--- src/rtl/accumulator_sequencer.sv ---
// accumulator_sequencer: command sequencer driving load strobes and bus enables for an accumulator datapath; ports: clk, rst_n, cmd_valid/cmd_op/cmd_data/cmd_ready command handshake, bus_in/cf_in/zf_in datapath inputs, data_out/data_oe/nla/nlb/ea/eu/sub datapath controls, done/err completion, result/cf_q/zf_q captured values; optional macro SEQ_FLAGS_EN enables flag capture
module accumulator_sequencer (
  input  logic       clk,
  input  logic       rst_n,
  input  logic       cmd_valid,
  input  logic [2:0] cmd_op,
  input  logic [7:0] cmd_data,
  output logic       cmd_ready,
  input  logic [7:0] bus_in,
  input  logic       cf_in,
  input  logic       zf_in,
  output logic [7:0] data_out,
  output logic       data_oe,
  output logic       nla,
  output logic       nlb,
  output logic       ea,
  output logic       eu,
  output logic       sub,
  output logic       done,
  output logic       err,
  output logic [7:0] result,
  output logic       cf_q,
  output logic       zf_q
);
  localparam logic [2:0] OP_LDA = 3'd1, OP_ADD = 3'd2, OP_SUB = 3'd3, OP_OUT = 3'd4;
  typedef enum logic [2:0] {IDLE, LOAD_A, LOAD_B, EXEC, OUTA, DONE} state_t;
  state_t state, state_d, dispatch;
  logic [2:0] op_q;
  logic [7:0] data_q;
  logic hs;
  assign hs = cmd_valid && state == IDLE;
  always_ff @(posedge clk or negedge rst_n)
    if (!rst_n) begin
      state  <= IDLE;
      op_q   <= '0;
      data_q <= '0;
      result <= '0;
    end else begin
      state <= state_d;
      if (hs) begin
        op_q   <= cmd_op;
        data_q <= cmd_data;
      end
      if (state == OUTA) result <= bus_in;
    end
  always_comb begin
    dispatch = cmd_op == OP_LDA ? LOAD_A :
               (cmd_op == OP_ADD || cmd_op == OP_SUB) ? LOAD_B :
               cmd_op == OP_OUT ? OUTA : DONE;
    state_d  = state == IDLE   ? (cmd_valid ? dispatch : IDLE) :
               state == LOAD_B ? EXEC :
               state == DONE   ? IDLE : DONE;
    cmd_ready = state == IDLE;
    data_oe   = state == LOAD_A || state == LOAD_B;
    data_out  = data_oe ? data_q : 8'h00;
    nla       = !(state == LOAD_A || state == EXEC);
    nlb       = state != LOAD_B;
    ea        = state == OUTA;
    eu        = state == EXEC;
    sub       = state == EXEC && op_q == OP_SUB;
    done      = state == DONE;
    err       = state == DONE && op_q > OP_OUT;
  end
`ifdef SEQ_FLAGS_EN
  always_ff @(posedge clk or negedge rst_n)
    if (!rst_n) begin
      cf_q <= 1'b0;
      zf_q <= 1'b0;
    end else if (state == EXEC) begin
      cf_q <= cf_in;
      zf_q <= zf_in;
    end
`else
  logic unused_flags;
  assign unused_flags = cf_in ^ zf_in;
  assign cf_q = 1'b0;
  assign zf_q = 1'b0;
`endif
endmodule

--- config.mk ---
export PLATFORM = sky130hd
export DESIGN_NAME = accumulator_sequencer
export DESIGN_NICKNAME = d
export VERILOG_FILES = /design/src/rtl/accumulator_sequencer.sv
export SDC_FILE = /design/constraint.sdc
export NUM_CORES = 1
export LEC_CHECK = 0
export ABC_AREA = 1
export CORE_UTILIZATION = 38
export CTS_CLUSTER_SIZE = 30
export DETAILED_ROUTE_END_ITERATION = 16
export PLACE_DENSITY = 0.81
export SLEW_MARGIN = 20
export SYNTH_ARGS = -nofsm -noshare
export SYNTH_HDL_FRONTEND = slang
export SYNTH_SLANG_ARGS = --single-unit
--- constraint.sdc ---
create_clock -name clk -period 2.1 [get_ports clk]
set_input_delay 0.21 -clock clk [delete_from_list [all_inputs] [get_ports clk]]
set_output_delay 0.21 -clock clk [all_outputs]
set_load 0.02 [all_outputs]
; ---- Word level (Yosys, flattened, before mapping)
; Index checks and enable logic that the tools add are counted.
[word_totals]
latchBits = 0
romBits = 0
n_memories = 0
out_inout_bits = 27
ramBits = 0
register_bits = 22
elab_cells = 32
[classes]
shift = 0
n_div = 0
n_reduce_logical = 8
order_cmp = 1
n_addsub = 0
eq_ne = 11
muxes = 8
bitwise = 0
mul = 0
[ops]
columns = cell, count
row1 = two-way mux 3 bit, 6
row2 = "equality test 3 x 2 -> 1 bit, second input constant", 5
row3 = "equality test 3 bit, second input constant", 3
row4 = two-way mux 8 bit, 1
row5 = "equality test 3 x 1 -> 1 bit, second input constant", 2
row6 = "> comparator 3 bit, second input constant", 1
row7 = logical AND 1 bit, 3
row8 = logical NOT 3 bit, 1
row9 = logical OR 1 bit, 3
row10 = "!= test 3 x 2 -> 1 bit, second input constant", 1
row11 = logical NOT 1 bit, 1
row12 = two-way mux 1 bit, 1

; ---- Longest topological paths before layout
[depth]
word_depth = 6
ltp_mapped = 6
ltp_nobuf = 6

; ---- Worst setup path before layout
; No wires, ideal clock.
[synth_path]
path_type = reg2out
start = reg state[2]
end = out data_out[0]
required_time_ns = 1.890
path_slack_ns = 0.695
t_arrival_ns = 1.195
path_stages_with_launch = 6
path_cell_list = dfrtp_1 > inv_1 > nand3_1 > nand2_4 > inv_4 > nor2_1
[synth_between]
elab_chain_len = 3
word_cells_on_any_way = 4
[synth_lines]
columns = element, line
row1 = start: declaration, 27  ; state_t state, state_d, dispatch;
row2 = start signal: assignment, 39  ; state <= state_d;
row3 = equality test 3 x 1 -> 1 bit / equality test 3 x 2 -> 1 bit (equally long branches), 54  ; data_oe = state == LOAD_A || state == LOAD_B;
row4 = logical OR 1 bit (*), 54
row5 = via data_oe, 13  ; output logic data_oe,
row6 = two-way mux 8 bit (*), 55  ; data_out = data_oe ? data_q : 8'h00;
row7 = end: declaration, 12  ; output logic [7:0] data_out,
; The timed path passes the listed nets; every way through them passes the cells marked *.

; ---- Final worst setup path
[layout_path]
start = reg state[0]
end = out cmd_ready
[layout_between]
elab_chain_len = 1
[layout_lines]
columns = element, line
row1 = logical NOT 3 bit, 53  ; cmd_ready = state == IDLE;
row2 = end: declaration, 8  ; output logic cmd_ready,
; No other way between the ends.

==> summary.md <==
| Metric | Value |
|---|---|
| Ranking of synthesized cells by area | dfrtp_1 (52%), nand2_1 (22%), inv_1 (5.7%) |
| Worst slack, placed | approximately 0.24 ns |
| GRT Total Usage | 0.1975 |
| Via density | 4.640 |
| Setup tns final | 0 ns |
| Vias in the first global route | slightly below 1000 |
| Logic pwr share | 0.518 |
| IR drop worst, VDD | about 0.0011 V |
| Post-synthesis register bit count | 22 |
| Buffers on Ports | 46 |
| Warning count from the yosys run | 0 |
| HP Class | in2async |
| Net Sw Frac | 0.4217 |
| Starting Density | 0.4137 |
| DRT Wirelength | ~2500 µm |
| First drt pass iteration count | 4 |
| Total congestion overflow | 0 |
| Critical path class | reg2out |
| Final HPWL DP | 1882 µm |
| Most frequent cell after synthesis | nand2_1 |
| Switching Power | between 0.0009 and 0.001 W |
| Power density cells | between 1000 and 1500 mW/mm² |
| R2R cell count | 5 |
| Share of cells above drive strength 1 | 0.1033 |
| Async SR Flop Fraction | 1.000 |
| Cell Rows | 18 |
| Tmin final | about 2 ns |
| CTS clk-pin slew, worst paths | around 0.12 ns |
| Status | finished clean |
| Clock root buffer | clkbuf_4 |
| Final worst path period share | 0.9487 |
| Library cells used by synthesis | 18 |
| Total CTS buffers | 3 |
| RSZ-0062 raised after global routing | false |
| Standby leakage power | 0.8390 nW |
| Die height | roughly 55 µm |
| Synth cell count leaders | nand2_1 (63), dfrtp_1 (22), inv_1 (16), nor2_1 (6) |
| # clock sinks | 22 |
| CP Data Required Time | around 1.9 ns |
| Die X | between 50 and 60 µm |
| Nets | roughly 210 |
| Final Skew | between 0.003 and 0.004 ns |
| Worst skew pair latency | 0.30 ns |
| Post-CTS Repair Setup Buffers | 0 |
| Synthesized instance count | 136 |
| Share of total power in the clock network | 0.144 |
| DR WL/cell | ~12 µm |
| Fin. max-slew vios | 0 |
| Fmax achieved | approximately 500 MHz |
| Int Pwr | roughly 0.0013 W |
| CTS tree | yes |
| Via Count | roughly 1000 |
| Final WS setup | 0.1076 ns |
| Clk buf depth | 2 |
| Yosys top cell area share | 0.5183 |
| Routed Antenna Nets | 0 |
| Area Overhead vs Synth | 48.65% |
| Synthesized area | approximately 0.0011 mm² |
| CP arrival | 1.78 ns |
| Avg Cell Area, Syn | between 7 and 8 µm² |
| N_diodes | 0 |
| DR iter-0 viols | 13 |
| Reg2Reg Setup Slack | 0.82 ns |
| IO Pins | 51 |
| Pwr Total | approximately 0.0022 W |
| Type of element launching the critical path | register |
| Pin count of the biggest net entering global routing | 23 |
| Initial antenna violation count | 0 |
| Cell taking the most area after synthesis | dfrtp_1 |
| Maximum level of the CTS H-tree | 1 |
| First-pass GRT wire length | just over 4000 µm |
| Max Cap Violations | 0 |
| Die area | ~0.003 mm² |
| Crit Path Max Fanout | 5 |
| Final GP Congestion | approximately 0.76 |
| Main flop type after synthesis | dfrtp_1 |
| R2r endpoint | data_q[7] |
| Number of synthesized flops with an enable pin | 0 |
| R2R Path Start | state[0] |
| Kind of end point of the critical path | primary output |
| Final setup viols | 0 |
| Number of hold violations in the final report | 0 |
| # DRC | 0 |
| Core Box Area | about 0.0026 mm² |
| Reg power frac | 0.338 |
| Seq/Total Area, Yosys | 0.5183 |
through the flow:
stage / hold slack [ns] / instance area [µm²] / util / cells
after floorplan: -0.08559 / 1066 / - / 137
after detailed placement: 0.4664 / 1538 / 0.5989 / 210
final: 0.2432 / 1579 / 0.6150 / 214
after CTS: 0.2486 / 1579 / 0.6150 / 214
after global placement: 0.4615 / 1538 / 0.5989 / 210
after global routing: 0.2605 / 1579 / 0.6150 / 214
cells by family after synthesis:
group                  synth area share
buffers and inverters            0.1013
and+or+nand+nor                  0.3451
other                          0.003530
AOI/OAI and AO/OA               0.03180
DFF                              0.5183
repair_timing:
| item | in CTS | in global routing |
|---|---|---|
| resized for setup | 10 | 0 |
| hold buffers | 0 | 0 |
| setup endpoints to repair | 9 | 0 |
layout by cell type (no fill, tap or decap), types with 3 or more instances in the layout:
cell type        instances
nor2_2                   4
nor2_1                   6
dlygate4sd2_1            9
inv_2                    3
nand3_1                  5
dfrtp_1                 22
nand2_1                 63
inv_1                   15
clkbuf_4                 3
clkdlybuf4s50_1         37
o21ai_0                  5
metal layers:
metal / wire (µm) / GRT usage / up-vias
li1: - / - / 497
met1: 1058 / 0.2242 / 452
met2: 1195 / 0.3394 / 38
met3: 183 / 0.05278 / 6
met4: 51 / 0.09402 / 0
met5: 0 / 0 / -
worst max-delay path, cell delays in order, from the launching register on:
cell and delay [ns]:
dfrtp_1 0.48, nor2_4 0.20, nand2_1 0.13, inv_1 0.07, clkdlybuf4s50_1 0.60
cell type report:
type                       instances  area [µm²]
inverter                          19       73.82
fill                             221       988.4
timing repair buffer              47       456.7
clock inverter                     1       30.03
clock buffer                       3       22.52
sequential                        22       550.5
multi-input combinational         92       407.9
tap                               30       37.54
flip-flops by register name (all words and copies together), names as in the netlist:
name / count
state: 3
data_q: 8
result: 8
op_q: 3
power by group through the flow:
stage                     registers [W]  clock network [W]  logic, W
after detailed placement       0.000751                  0   0.00119
after global routing           0.000769           0.000345   0.00127
after CTS                      0.000750           0.000325   0.00117
after floorplan                0.000822                  0  0.000618
final                          0.000749           0.000319   0.00115
after global placement         0.000743                  0   0.00115
how the worst max path moves through the flow:
stage / start / slack [ns] / to / cells after the start
global placement: state[2] / 0.30 / data_out[1] / 6
floorplan: state[2] / 0.69 / data_out[0] / 5
global route: state[0] / 0.03 / cmd_ready / 4
CTS: state[2] / 0.09 / sub / 4
finish: state[0] / 0.11 / cmd_ready / 4
detailed placement: state[2] / 0.24 / data_out[0] / 6
Note: power is estimated with default switching activity, not from simulation.
